==> src/rtl/alu_pkg.sv <==
// Shared types and constants for the ALU arbiter controller: op codes,
// operand/result widths, FSM state encoding and divide-by-zero detection.
package alu_pkg;

  localparam int OPND_W = 3;
  localparam int SEL_W  = 2;
  localparam int RES_W  = 6;

  localparam logic [SEL_W-1:0] OP_ADD = 2'b00;
  localparam logic [SEL_W-1:0] OP_SUB = 2'b01;
  localparam logic [SEL_W-1:0] OP_MUL = 2'b10;
  localparam logic [SEL_W-1:0] OP_DIV = 2'b11;

  typedef enum logic [1:0] {
    IDLE = 2'b00,
    EXEC = 2'b01,
    RESP = 2'b10
  } state_t;

  function automatic logic is_div_zero(input logic [SEL_W-1:0] sel,
                                       input logic [OPND_W-1:0] b);
    return (sel == OP_DIV) && (b == {OPND_W{1'b0}});
  endfunction

endpackage

==> src/rtl/alu_arbiter_ctrl_if.sv <==
// Bus bundle between the requesters, the consumer, the arithmetic unit and
// the controller. The controller uses the slave view.
interface alu_arbiter_ctrl_if #(
  parameter int CNT_W = 8
);
  import alu_pkg::*;

  logic              req0_valid;
  logic              req0_ready;
  logic [OPND_W-1:0] req0_a;
  logic [OPND_W-1:0] req0_b;
  logic [SEL_W-1:0]  req0_sel;

  logic              req1_valid;
  logic              req1_ready;
  logic [OPND_W-1:0] req1_a;
  logic [OPND_W-1:0] req1_b;
  logic [SEL_W-1:0]  req1_sel;

  logic [OPND_W-1:0] au_a;
  logic [OPND_W-1:0] au_b;
  logic [SEL_W-1:0]  au_sel;
  logic [RES_W-1:0]  au_result;

  logic              rsp_valid;
  logic              rsp_ready;
  logic              rsp_id;
  logic [RES_W-1:0]  rsp_result;
  logic              rsp_dz;

  logic              busy;
  logic [CNT_W-1:0]  op_count;

  modport master (
    output req0_valid, req0_a, req0_b, req0_sel,
    output req1_valid, req1_a, req1_b, req1_sel,
    output au_result, rsp_ready,
    input  req0_ready, req1_ready, au_a, au_b, au_sel,
    input  rsp_valid, rsp_id, rsp_result, rsp_dz, busy, op_count
  );

  modport slave (
    input  req0_valid, req0_a, req0_b, req0_sel,
    input  req1_valid, req1_a, req1_b, req1_sel,
    input  au_result, rsp_ready,
    output req0_ready, req1_ready, au_a, au_b, au_sel,
    output rsp_valid, rsp_id, rsp_result, rsp_dz, busy, op_count
  );

endinterface

==> src/rtl/rr_arbiter2.sv <==
// Two-way round-robin arbiter: grants the lone valid requester, or the one
// that did not win last time when both are valid.
module rr_arbiter2 (
  input  logic       clk,
  input  logic       rst,
  input  logic       en,
  input  logic [1:0] valid,
  output logic [1:0] grant
);

  logic       last_grant_r;
  logic [1:0] grant_s;

  // Grant selection; nothing is granted while disabled.
  always_comb begin
    grant_s = 2'b00;
    if (!en) begin
      grant_s = 2'b00;
    end else if (valid == 2'b11) begin
      grant_s = last_grant_r ? 2'b01 : 2'b10;
    end else begin
      grant_s = valid;
    end
  end

  assign grant = grant_s;

  // Remember the winner of each accepted grant; reset favours requester 0 next.
  always_ff @(posedge clk) begin
    if (rst) begin
      last_grant_r <= 1'b1;
    end else if (|grant_s) begin
      last_grant_r <= grant_s[1];
    end
  end

endmodule

==> src/rtl/alu_arbiter_ctrl.sv <==
// Shares one combinational arithmetic unit between two requesters: round-robin
// accept, hold operands for EXEC_CYCLES, return the tagged result.
module alu_arbiter_ctrl
  import alu_pkg::*;
#(
  parameter int EXEC_CYCLES = 1,
  parameter int CNT_W       = 8
) (
  input logic               clk,
  input logic               rst,
  alu_arbiter_ctrl_if.slave bus
);

  localparam logic [3:0] CNT_INIT = 4'(EXEC_CYCLES - 1);

  state_t            state_r;
  state_t            state_s;
  logic [1:0]        grant_s;
  logic              arb_en_s;
  logic              accept_s;
  logic              dz_s;
  logic [OPND_W-1:0] acc_a_s;
  logic [OPND_W-1:0] acc_b_s;
  logic [SEL_W-1:0]  acc_sel_s;

  logic [3:0]        cnt_r;
  logic [OPND_W-1:0] au_a_r;
  logic [OPND_W-1:0] au_b_r;
  logic [SEL_W-1:0]  au_sel_r;
  logic              id_r;
  logic [RES_W-1:0]  rsp_result_r;
  logic              rsp_dz_r;
  logic [CNT_W-1:0]  op_count_r;

  assign arb_en_s = (state_r == IDLE) && !rst;

  rr_arbiter2 u_arb (
    .clk   (clk),
    .rst   (rst),
    .en    (arb_en_s),
    .valid ({bus.req1_valid, bus.req0_valid}),
    .grant (grant_s)
  );

  // The grant is already qualified by valid, so any grant is an accept.
  assign accept_s = |grant_s;

  // Operands of the granted requester.
  always_comb begin
    if (grant_s[1]) begin
      acc_a_s   = bus.req1_a;
      acc_b_s   = bus.req1_b;
      acc_sel_s = bus.req1_sel;
    end else begin
      acc_a_s   = bus.req0_a;
      acc_b_s   = bus.req0_b;
      acc_sel_s = bus.req0_sel;
    end
  end

  assign dz_s = is_div_zero(acc_sel_s, acc_b_s);

  // FSM state register.
  always_ff @(posedge clk) begin
    if (rst) begin
      state_r <= IDLE;
    end else begin
      state_r <= state_s;
    end
  end

  // FSM next-state logic.
  always_comb begin
    state_s = state_r;
    case (state_r)
      IDLE: begin
        if (accept_s) begin
          state_s = dz_s ? RESP : EXEC;
        end else begin
          state_s = IDLE;
        end
      end
      EXEC: begin
        if (cnt_r == 4'd0) begin
          state_s = RESP;
        end else begin
          state_s = EXEC;
        end
      end
      RESP: begin
        if (bus.rsp_ready) begin
          state_s = IDLE;
        end else begin
          state_s = RESP;
        end
      end
      default: state_s = IDLE;
    endcase
  end

  // Datapath: operand capture, settle counter, result capture, op counter.
  // The au_* registers double as operand capture and are non-zero only in EXEC.
  always_ff @(posedge clk) begin
    if (rst) begin
      cnt_r        <= 4'd0;
      au_a_r       <= {OPND_W{1'b0}};
      au_b_r       <= {OPND_W{1'b0}};
      au_sel_r     <= {SEL_W{1'b0}};
      id_r         <= 1'b0;
      rsp_result_r <= {RES_W{1'b0}};
      rsp_dz_r     <= 1'b0;
      op_count_r   <= {CNT_W{1'b0}};
    end else begin
      case (state_r)
        IDLE: begin
          if (accept_s) begin
            id_r <= grant_s[1];
            if (dz_s) begin
              rsp_result_r <= {RES_W{1'b0}};
              rsp_dz_r     <= 1'b1;
            end else begin
              au_a_r   <= acc_a_s;
              au_b_r   <= acc_b_s;
              au_sel_r <= acc_sel_s;
              cnt_r    <= CNT_INIT;
            end
          end
        end
        EXEC: begin
          if (cnt_r == 4'd0) begin
            rsp_result_r <= bus.au_result;
            rsp_dz_r     <= 1'b0;
            au_a_r       <= {OPND_W{1'b0}};
            au_b_r       <= {OPND_W{1'b0}};
            au_sel_r     <= {SEL_W{1'b0}};
          end else begin
            cnt_r <= cnt_r - 4'd1;
          end
        end
        RESP: begin
          if (bus.rsp_ready) begin
            op_count_r <= op_count_r + CNT_W'(1);
          end
        end
        default: ;
      endcase
    end
  end

  assign bus.req0_ready = grant_s[0];
  assign bus.req1_ready = grant_s[1];
  assign bus.au_a       = au_a_r;
  assign bus.au_b       = au_b_r;
  assign bus.au_sel     = au_sel_r;
  assign bus.rsp_valid  = (state_r == RESP);
  assign bus.rsp_id     = id_r;
  assign bus.rsp_result = rsp_result_r;
  assign bus.rsp_dz     = rsp_dz_r;
  assign bus.busy       = (state_r != IDLE);
  assign bus.op_count   = op_count_r;

endmodule

==> src/flat_wrapper.sv <==
// flat-port wrapper written by rule: the top's interface ports become plain ports
module alu_arbiter_ctrl_flat import alu_pkg::*;
#(
  parameter int EXEC_CYCLES = 1,
  parameter int CNT_W       = 8
)
  (clk, rst, bus_req0_valid, bus_req0_a, bus_req0_b, bus_req0_sel, bus_req1_valid, bus_req1_a, bus_req1_b, bus_req1_sel, bus_au_result, bus_rsp_ready, bus_req0_ready, bus_req1_ready, bus_au_a, bus_au_b, bus_au_sel, bus_rsp_valid, bus_rsp_id, bus_rsp_result, bus_rsp_dz, bus_busy, bus_op_count);
  alu_arbiter_ctrl_if #(.CNT_W(CNT_W)) bus_i ();
  input logic clk;
  input logic rst;
  input wire logic [$bits(bus_i.req0_valid)-1:0] bus_req0_valid;
  input wire logic [$bits(bus_i.req0_a)-1:0] bus_req0_a;
  input wire logic [$bits(bus_i.req0_b)-1:0] bus_req0_b;
  input wire logic [$bits(bus_i.req0_sel)-1:0] bus_req0_sel;
  input wire logic [$bits(bus_i.req1_valid)-1:0] bus_req1_valid;
  input wire logic [$bits(bus_i.req1_a)-1:0] bus_req1_a;
  input wire logic [$bits(bus_i.req1_b)-1:0] bus_req1_b;
  input wire logic [$bits(bus_i.req1_sel)-1:0] bus_req1_sel;
  input wire logic [$bits(bus_i.au_result)-1:0] bus_au_result;
  input wire logic [$bits(bus_i.rsp_ready)-1:0] bus_rsp_ready;
  output wire logic [$bits(bus_i.req0_ready)-1:0] bus_req0_ready;
  output wire logic [$bits(bus_i.req1_ready)-1:0] bus_req1_ready;
  output wire logic [$bits(bus_i.au_a)-1:0] bus_au_a;
  output wire logic [$bits(bus_i.au_b)-1:0] bus_au_b;
  output wire logic [$bits(bus_i.au_sel)-1:0] bus_au_sel;
  output wire logic [$bits(bus_i.rsp_valid)-1:0] bus_rsp_valid;
  output wire logic [$bits(bus_i.rsp_id)-1:0] bus_rsp_id;
  output wire logic [$bits(bus_i.rsp_result)-1:0] bus_rsp_result;
  output wire logic [$bits(bus_i.rsp_dz)-1:0] bus_rsp_dz;
  output wire logic [$bits(bus_i.busy)-1:0] bus_busy;
  output wire logic [$bits(bus_i.op_count)-1:0] bus_op_count;
  assign bus_i.req0_valid = bus_req0_valid;
  assign bus_i.req0_a = bus_req0_a;
  assign bus_i.req0_b = bus_req0_b;
  assign bus_i.req0_sel = bus_req0_sel;
  assign bus_i.req1_valid = bus_req1_valid;
  assign bus_i.req1_a = bus_req1_a;
  assign bus_i.req1_b = bus_req1_b;
  assign bus_i.req1_sel = bus_req1_sel;
  assign bus_i.au_result = bus_au_result;
  assign bus_i.rsp_ready = bus_rsp_ready;
  assign bus_req0_ready = bus_i.req0_ready;
  assign bus_req1_ready = bus_i.req1_ready;
  assign bus_au_a = bus_i.au_a;
  assign bus_au_b = bus_i.au_b;
  assign bus_au_sel = bus_i.au_sel;
  assign bus_rsp_valid = bus_i.rsp_valid;
  assign bus_rsp_id = bus_i.rsp_id;
  assign bus_rsp_result = bus_i.rsp_result;
  assign bus_rsp_dz = bus_i.rsp_dz;
  assign bus_busy = bus_i.busy;
  assign bus_op_count = bus_i.op_count;
  alu_arbiter_ctrl #(.EXEC_CYCLES(EXEC_CYCLES), .CNT_W(CNT_W)) u_core (.clk(clk), .rst(rst), .bus(bus_i));
endmodule
==> config.mk <==
export PLATFORM = sky130hd
export DESIGN_NAME = alu_arbiter_ctrl_flat
export DESIGN_NICKNAME = d
export VERILOG_FILES = /design/src/rtl/alu_pkg.sv /design/src/rtl/alu_arbiter_ctrl_if.sv /design/src/rtl/rr_arbiter2.sv /design/src/rtl/alu_arbiter_ctrl.sv /design/src/flat_wrapper.sv
export SDC_FILE = /design/constraint.sdc
export NUM_CORES = 1
export LEC_CHECK = 0
export CAP_MARGIN = 30
export CORE_MARGIN = 4
export CORE_UTILIZATION = 41
export DETAILED_ROUTE_END_ITERATION = 8
export PLACE_DENSITY_LB_ADDON = 0.3
export SETUP_SLACK_MARGIN = 0.02
export SLEW_MARGIN = 30
export SYNTH_ARGS = -nofsm -noshare
export SYNTH_HDL_FRONTEND = slang
export SYNTH_SLANG_ARGS = --single-unit
==> constraint.sdc <==
create_clock -name clk -period 1.9 [get_ports clk]
set_input_delay 0.475 -clock clk [delete_from_list [all_inputs] [get_ports clk]]
set_output_delay 0.475 -clock clk [all_outputs]
set_load 0.1 [all_outputs]
==> results of run 1 <==
layout make-up:
class	count	area share [%]
clock buffer	6	2.54
clock inverter	2	2.10
inverter	5	0.788
multi-input combinational	138	35.1
sequential	31	21.9
tap	48	2.10
timing repair buffer	79	35.5
state kept, by name, indices dropped and copies added, names as in the netlist:
| name | flops |
|---|---|
| u_core.bus.au_a | 3 |
| u_core.bus.rsp_id | 1 |
| u_core.bus.op_count | 8 |
| u_core.bus.rsp_result | 6 |
| u_core.u_arb.last_grant_r | 1 |
| u_core.state_r | 2 |
| u_core.bus.rsp_dz | 1 |
| u_core.cnt_r | 4 |
| u_core.bus.au_b | 3 |
| u_core.bus.au_sel | 2 |
cell usage in the layout, fill, tap and decap left out, types with 3 or more instances in the layout:
cell type and n:
sky130_fd_sc_hd__a21oi_1 6, sky130_fd_sc_hd__and3b_2 3, sky130_fd_sc_hd__buf_12 28, sky130_fd_sc_hd__buf_4 24, sky130_fd_sc_hd__clkbuf_8 5, sky130_fd_sc_hd__clkdlybuf4s50_1 19, sky130_fd_sc_hd__dfxtp_1 28, sky130_fd_sc_hd__dlymetal6s2s_1 4
sky130_fd_sc_hd__inv_1 4, sky130_fd_sc_hd__mux2_2 4, sky130_fd_sc_hd__mux2_4 3, sky130_fd_sc_hd__mux2i_1 9, sky130_fd_sc_hd__nand2_1 20, sky130_fd_sc_hd__nand2b_1 10, sky130_fd_sc_hd__nand3_1 5, sky130_fd_sc_hd__nand4_1 3
sky130_fd_sc_hd__nor2_1 22, sky130_fd_sc_hd__nor2_2 4, sky130_fd_sc_hd__o21ai_1 8, sky130_fd_sc_hd__xor2_1 5
worst min-delay path by stage:
stage / end / slack (ns) / depth (start not counted)
after floorplan: u_core.cnt_r[1] / 0.46 / 2
after global placement: u_core.cnt_r[1] / 0.48 / 2
after detailed placement: u_core.cnt_r[1] / 0.49 / 2
after CTS: u_core.cnt_r[1] / 0.50 / 2
after global routing: u_core.cnt_r[1] / 0.51 / 2
final: u_core.cnt_r[1] / 0.49 / 2
power by group through the flow:
| stage | logic (mW) | registers [mW] | clock network (mW) |
|---|---|---|---|
| after floorplan | 0.311 | 0.941 | 0 |
| after global placement | 0.802 | 0.752 | 0 |
| after detailed placement | 0.811 | 0.753 | 0 |
| after CTS | 0.840 | 0.737 | 0.784 |
| after global routing | 0.917 | 0.746 | 0.830 |
| final | 0.878 | 0.740 | 0.779 |
logic make-up after synthesis:
kind of cell / after synthesis
buffers and inverters: 14
flip-flops: 31
multiplexers: 16
XOR/XNOR: 7
AND/OR/NAND/NOR: 84
AO/OA/AOI/OAI: 28
adder cells (fa/ha/maj): 2
per-layer routing:
layer / track usage (%) / wire length [µm] / vias to the layer above
met3: 5.82 / 217 / 8
li1: - / - / 785
met2: 33.3 / 2560 / 34
met5: 0 / 0 / -
met1: 22.6 / 1960 / 750
met4: 5.43 / 50 / 0
tightest hold or removal path, stage by stage, from the launching register on:
cell	delay, ns
sky130_fd_sc_hd__dfxtp_1	0.33
sky130_fd_sc_hd__nand3_1	0.07
sky130_fd_sc_hd__a21oi_1	0.05
repair_timing:
action,4_1_cts,5_1_grt
buffers inserted,6,1
endpoints found under the setup margin,21,17
pin swaps,4,15
hold endpoints to repair,0,0
gates resized for setup,11,30
cloned,0,1
==> impl_summary.txt, run 1 <==
----------------------------------------------------
[Timing]
  Maximum achievable frequency ... between 500 and 600 MHz
  Final setup violation count ... 1
  RSZ-0062 raised after global routing ... yes
  Final Slew Violations ... 0
  Final worst clock skew ... 0.00657 ns
  Smallest hold slack ... around 0.49 ns
  TNS Setup ... -0.0554 ns
  Post-route minimum period ... 1.96 ns
  Relative max-transition margin ... 80.0%
  Transition time at the pin with the least slew margin ... between 0.2 and 0.3 ns
  Worst Setup Slack, final ... -0.0554 ns
  Crit share post-route ... 103%
  Final number of hold-violating endpoints ... 0

[Hold path]
  Startpoint of the lowest-slack hold path ... u_core.cnt_r[1]
  Worst hold-check path type ... reg -> reg

[Pwr]
  Switching power share of the total ... 33.9%
  Worst VDD drop ... 0.651 mV
  Seq pwr share ... 30.9%
  PD cells ... 838 mW/mm²
  Combinational share of power ... 36.6%
  Total internal power ... ~1.6 mW
  Static power due to leakage ... 1.20 nW
  Clock network fraction of total power ... about a third
  Net switching power ... 0.812 mW
  PnR Total Power ... around 2.4 mW

[Logic synthesis]
  Count of distinct cell types in the synthesized netlist ... 46
  Commonest cells post-synth ... sky130_fd_sc_hd__dfxtp_1, sky130_fd_sc_hd__nor2_1, sky130_fd_sc_hd__nand2_1, sky130_fd_sc_hd__nand2b_1, sky130_fd_sc_hd__o21ai_0
  Seq cells post-synth ... 31
  Synthesized-area fraction occupied by adder cells ... 1.54%
  Number of warnings reported in the yosys synthesis log ... 0
  Proportion of synthesized area in mux cells ... between 10% and 20%
  Cell area after synthesis ... 0.00162 mm²
  Portion of synthesized cell area occupied by the leading cell type ... 38.2%
  Fraction of registers with async set/reset ... 0%
  Xor and xnor fraction of the mapped netlist area ... 3.78%
  Average cell area after synthesis ... 8.92 µm²
  Compound-cell area share of the yosys netlist ... between 10% and 20%
  Main combinational cell family by area after synthesis ... simple AND/OR/NAND/NOR gates
  Area leader, netlist ... sky130_fd_sc_hd__dfxtp_1
  Number of flops mapped to enable cells by yosys ... 0
  Synth Net Count ... between 200 and 250
  Dominant register cell in the synthesized netlist ... sky130_fd_sc_hd__dfxtp_1
  Cell count after synthesis ... 182
  Most used standard cell by instance count after synthesis ... sky130_fd_sc_hd__dfxtp_1
  Leading cell types by total area after synthesis ... sky130_fd_sc_hd__dfxtp_1, sky130_fd_sc_hd__nor2_1, sky130_fd_sc_hd__mux2i_1, sky130_fd_sc_hd__mux2_2, sky130_fd_sc_hd__nand2_1
  Sequential element share of the synthesized area ... 38.2%
  Basic-gate share of the synthesized area counting and, or, nand and nor cells ... 27.8%

[Route]
  Vias per inst ... about 5
  Remaining antenna violation count after routing ... 0
  First-pass DRT Iterations ... 4
  Detailed Route WL ... 4790 µm
  Avg WL per Cell ... 15.5 µm
  DRC viols ... 0
  Total vias in the final route ... 1577
  Violation count after the first detailed-route iteration ... 77

[Final layout]
  Share of final-layout standard cells stronger than drive strength 1 ... a little under two fifths
  Finished layout cell area ... 0.00286 mm²
  Nets@finish ... 289
  Final-layout fill cell count ... 259
  Number of standard cells in the final layout excluding fillers ... 309
  P&R area growth vs syn ... 76.2%
  Antenna diode count ... 0
  Reg area ... about 630 µm²
  Share of the core filled with cells in the final layout ... roughly 76%
  Multi-input gate area ... 0.00100 mm²

[Worst setup path]
  Buffers and inverters on the worst path ... 2
  Critical path data required time ... 1.42 ns
  Delay-heaviest family, CP ... simple AND/OR/NAND/NOR gates
  Startpoint type of the worst setup path ... input pin
  End of the worst register-to-register path ... u_core.bus.au_sel[0]
  CP Data Arrival Time ... 1.48 ns
  Longest individual stage delay on the worst path ... 0.42 ns
  Reg-to-reg setup timing slack ... 0.01 ns
  Critical path depth in cells ... 4
  Worst path cell trace ... buf_2 -> or3_4 -> nor3b_4 -> buf_12
  CP Capture Type ... primary output
  Launch point of the critical path ... rst
  Critical R2R Launch ... u_core.state_r[0]
  Type of the worst setup path ... in -> out
  Depth of the worst register-to-register path ... 6
  Critical-path maximum fanout ... 4
  Slowest library cell on the worst path ... sky130_fd_sc_hd__or3_4
  Critical Path Sink ... bus_req0_ready

[Clock tree]
  Number of H-tree levels ... 2
  Cell chosen for the clock root ... sky130_fd_sc_hd__clkbuf_8
  Clock tree from TritonCTS ... done
  Number of buffers inserted for hold repair after clock tree synthesis ... 0
  CTS Buf Count ... 5
  Clock sink count ... 31
  Worst-skew pair later-pin latency ... 0.29 ns
  Clock Pin Slew Worst Setup and Hold Paths ... 0.07 ns
  Longest Clk Path Bufs ... 2

[Floorplanning]
  Die height ... 70.9 µm
  Width of the die ... ~71 µm
  Top-level port count ... 55
  Std-Cell Core Area ... 0.00374 mm²
  Number of core rows ... 22
  Total die area ... between 0.005 and 0.006 mm²
  Initial core utilization ... about 43%

[Placed design]
  IO buf count ... between 50 and 60
  Setup WS pre-CTS ... -0.426 ns
  Global placement routability congestion ... 0.789
  Area after DPL ... ~0.0026 mm²
  Placed cell count ... 293
  HPWL reported at the end of detailed placement ... 3280 µm

[Global routing]
  Via count of the first global-routing pass ... 1589
  Maximum number of pins on one net before global-route repair ... 31
  GR Overflow Total ... 0
  Wire length of the first global-routing pass ... about 7600 µm
  Antenna violations before repair ... 0
  Gr usage total ... 19.1%

[Status]
  Violated checks ... negative setup slack
  Result of the run ... finished with violations

[Job]
  Max capacitance violation total ... 0

----------------------------------------------------
No activity file was read; power rests on OpenSTA's default activity.
==> inputs of run 2 (changes only) <==
Settings changed: SLEW_MARGIN 30 to 20.
Clock period 1.9 ns to 1.65 ns, I/O delays scaled along.
==> run 2 against run 1 <==
Effect of this change: the flow still finishes with violations (negative setup slack); hold slack gained 0.016 ns; clock-buffer cell count stayed put; combinational power is 22% higher; clock skew down 0.00054 ns; first-iteration DRC count is 61% higher; power grew 4.3%; cell count grew 1.3%; critical path type is now reg -> out; largest power group unchanged; highest routed layer unchanged.
==> impl_summary.txt, run 2 (synthesis gave the netlist of run 1 again) <==
----------------------------------------------------
[Status]
  Result of the run ... finished with violations
  Violated checks ... negative setup slack

[Timing]
  Maximum achievable frequency ... 530 MHz
  Crit share post-route ... 114%
  Smallest hold slack ... 0.507 ns
  Final Slew Violations ... 0
  Final number of hold-violating endpoints ... 0
  RSZ-0062 raised after global routing ... yes
  Relative max-transition margin ... 76.2%
  Final worst clock skew ... 0.00602 ns
  Transition time at the pin with the least slew margin ... about 0.36 ns
  Worst Setup Slack, final ... -0.238 ns
  TNS Setup ... -2.33 ns
  Final setup violation count ... 22
  Post-route minimum period ... 1.89 ns

[Clock tree]
  Clock tree from TritonCTS ... done
  Clock sink count ... 31
  Clock Pin Slew Worst Setup and Hold Paths ... 0.07 ns
  Number of buffers inserted for hold repair after clock tree synthesis ... 0
  Number of H-tree levels ... 2
  Worst-skew pair later-pin latency ... about 0.29 ns
  Longest Clk Path Bufs ... 2
  CTS Buf Count ... 5
  Cell chosen for the clock root ... sky130_fd_sc_hd__clkbuf_8

[Final layout]
  Final-layout fill cell count ... 249
  Number of standard cells in the final layout excluding fillers ... roughly 310
  Share of final-layout standard cells stronger than drive strength 1 ... 44.2%
  P&R area growth vs syn ... 79.7%
  Most common library cell in the layout ignoring fill and taps ... sky130_fd_sc_hd__buf_12
  Nets@finish ... 293
  Most used cells in the layout excluding fill and tap cells ... sky130_fd_sc_hd__buf_12, sky130_fd_sc_hd__buf_4, sky130_fd_sc_hd__nor2_1, sky130_fd_sc_hd__dfxtp_1, sky130_fd_sc_hd__nand2_1
  Finished layout cell area ... a little under 0.003 mm²
  Antenna diode count ... 0
  Share of the core filled with cells in the final layout ... 77.9%
  Number of flip-flops in the largest register ... 8

[Worst setup path]
  Startpoint type of the worst setup path ... flip-flop
  Type of the worst setup path ... reg -> out
  Critical path data required time ... around 1.2 ns
  Worst path cell trace ... buf_4 -> nor3_4 -> buf_6 -> nand2_4 -> clkinvlp_4 -> buf_12
  Reg-to-reg setup timing slack ... -0.21 ns
  Slowest library cell on the worst path ... sky130_fd_sc_hd__dfxtp_2
  CP Data Arrival Time ... about 1.5 ns
  Depth of the worst register-to-register path ... 6
  Critical R2R Launch ... u_core.state_r[1]
  Longest individual stage delay on the worst path ... 0.32 ns
  Critical-path maximum fanout ... 9
  CP Capture Type ... primary output
  End of the worst register-to-register path ... u_core.cnt_r[1]

[Route]
  Detailed-routed wire length on met3 ... 287 µm
  Detailed Route WL ... just under 5000 µm
  Vias per inst ... 5.19
  DRC viols ... 0
  Violation count after the first detailed-route iteration ... 124
  Top metal layer carrying routed signals ... met4
  Total vias in the final route ... 1623
  Routed met1 length ... 1960 µm
  Avg WL per Cell ... 15.7 µm
  Remaining antenna violation count after routing ... 0
  First-pass DRT Iterations ... 4
  Wire length on met2 ... 2550 µm

[Hold path]
  Worst Hold Depth ... 2
  Worst hold-check path type ... reg -> reg
  Destination of the worst hold path ... u_core.bus.rsp_result[5]
  Startpoint of the lowest-slack hold path ... u_core.bus.rsp_result[5]

[Pwr]
  PD cells ... 857 mW/mm²
  Worst VDD drop ... 0.607 mV
  Static power due to leakage ... approximately 1.2 nW

[Floorplanning]
  Top-level port count ... 55
  Initial core utilization ... between 40% and 50%
  Number of core rows ... 22
  Width of the die ... 70.9 µm
  Total die area ... 0.00503 mm²
  Die height ... just over 70 µm
  Std-Cell Core Area ... 0.00374 mm²

[Global routing]
  Via count of the first global-routing pass ... 1668
  Wire length of the first global-routing pass ... 7890 µm
  Gr usage total ... 19.9%
  Maximum number of pins on one net before global-route repair ... 35
  GR Overflow Total ... 0
  Antenna violations before repair ... 0

[Placed design]
  HPWL reported at the end of detailed placement ... around 3400 µm
  Placed cell count ... 300
  IO buf count ... 54
  Global placement routability congestion ... 0.885
  Area after DPL ... around 0.0027 mm²

[Job]
  Max capacitance violation total ... 0

----------------------------------------------------
==> run 2: cell count changes in the layout (fill, tap and decap cells not counted), moves of 4 or more <==
cell	before	now
sky130_fd_sc_hd__dfxtp_2	2	10
sky130_fd_sc_hd__dfxtp_1	28	21
sky130_fd_sc_hd__dlygate4sd2_1	2	8
sky130_fd_sc_hd__dlymetal6s2s_1	4	0
==> run 2: worst max path at each step <==
stage / from / slack [ns] / depth (start not counted) / end
final: u_core.state_r[1] / -0.24 / 6 / bus_req1_ready
after global routing: u_core.state_r[1] / -0.29 / 6 / bus_req1_ready
after CTS: u_core.state_r[0] / -0.26 / 3 / bus_req0_ready
after detailed placement: bus_req1_valid / -0.54 / 6 / u_core.bus.rsp_result[2]
after global placement: bus_req1_valid / -0.51 / 6 / u_core.bus.rsp_result[2]
after floorplan: rst / -0.61 / 4 / bus_req0_ready
==> run 2: area by class of cell <==
| type | instances | area [µm²] | share of cell area [%] |
|---|---|---|---|
| multi-input cells | 137 | 1060 | 36.3 |
| repair buffers | 84 | 1060 | 36.2 |
| flip-flops and latches | 31 | 633 | 21.7 |
| clock buffers | 6 | 72.6 | 2.49 |
| well taps | 48 | 60.1 | 2.06 |
| inverters | 5 | 22.5 | 0.772 |
| clock inverters | 2 | 12.5 | 0.429 |
==> run 2: power breakdown <==
part / switching (mW) / internal (mW)
registers: 0.0491 / 0.799
clock network: 0.292 / 0.294
logic: 0.620 / 0.446
total: 0.961 / 1.54
==> run 2: critical path, delay by kind of cell, from the launching register on <==
kind | cells | cell delay, ns
buffers and inverters | 4 | 0.56
flip-flops | 1 | 0.32
AND/OR/NAND/NOR | 2 | 0.29
==> run 2: metal layers <==
metal | global-route usage, % | up-vias
li1 | - | 783
met1 | 23.4 | 778
met2 | 34.3 | 47
met3 | 6.39 | 15
met4 | 6.68 | 0
met5 | 0 | -
==> run 2: stage by stage <==
stage | power (mW) | setup WS (ns)
finish | 2.50 | -0.238
global route | 2.60 | -0.295
CTS | 2.46 | -0.256
detailed placement | 1.83 | -0.539
global placement | 1.82 | -0.512
floorplan | 1.45 | -0.610
==> run 2: repair_timing <==
item / 4_1_cts / 5_1_grt
pin swaps: 14 / 10
buffers inserted: 3 / 2
resized for setup: 37 / 17
setup endpoints to repair: 24 / 24
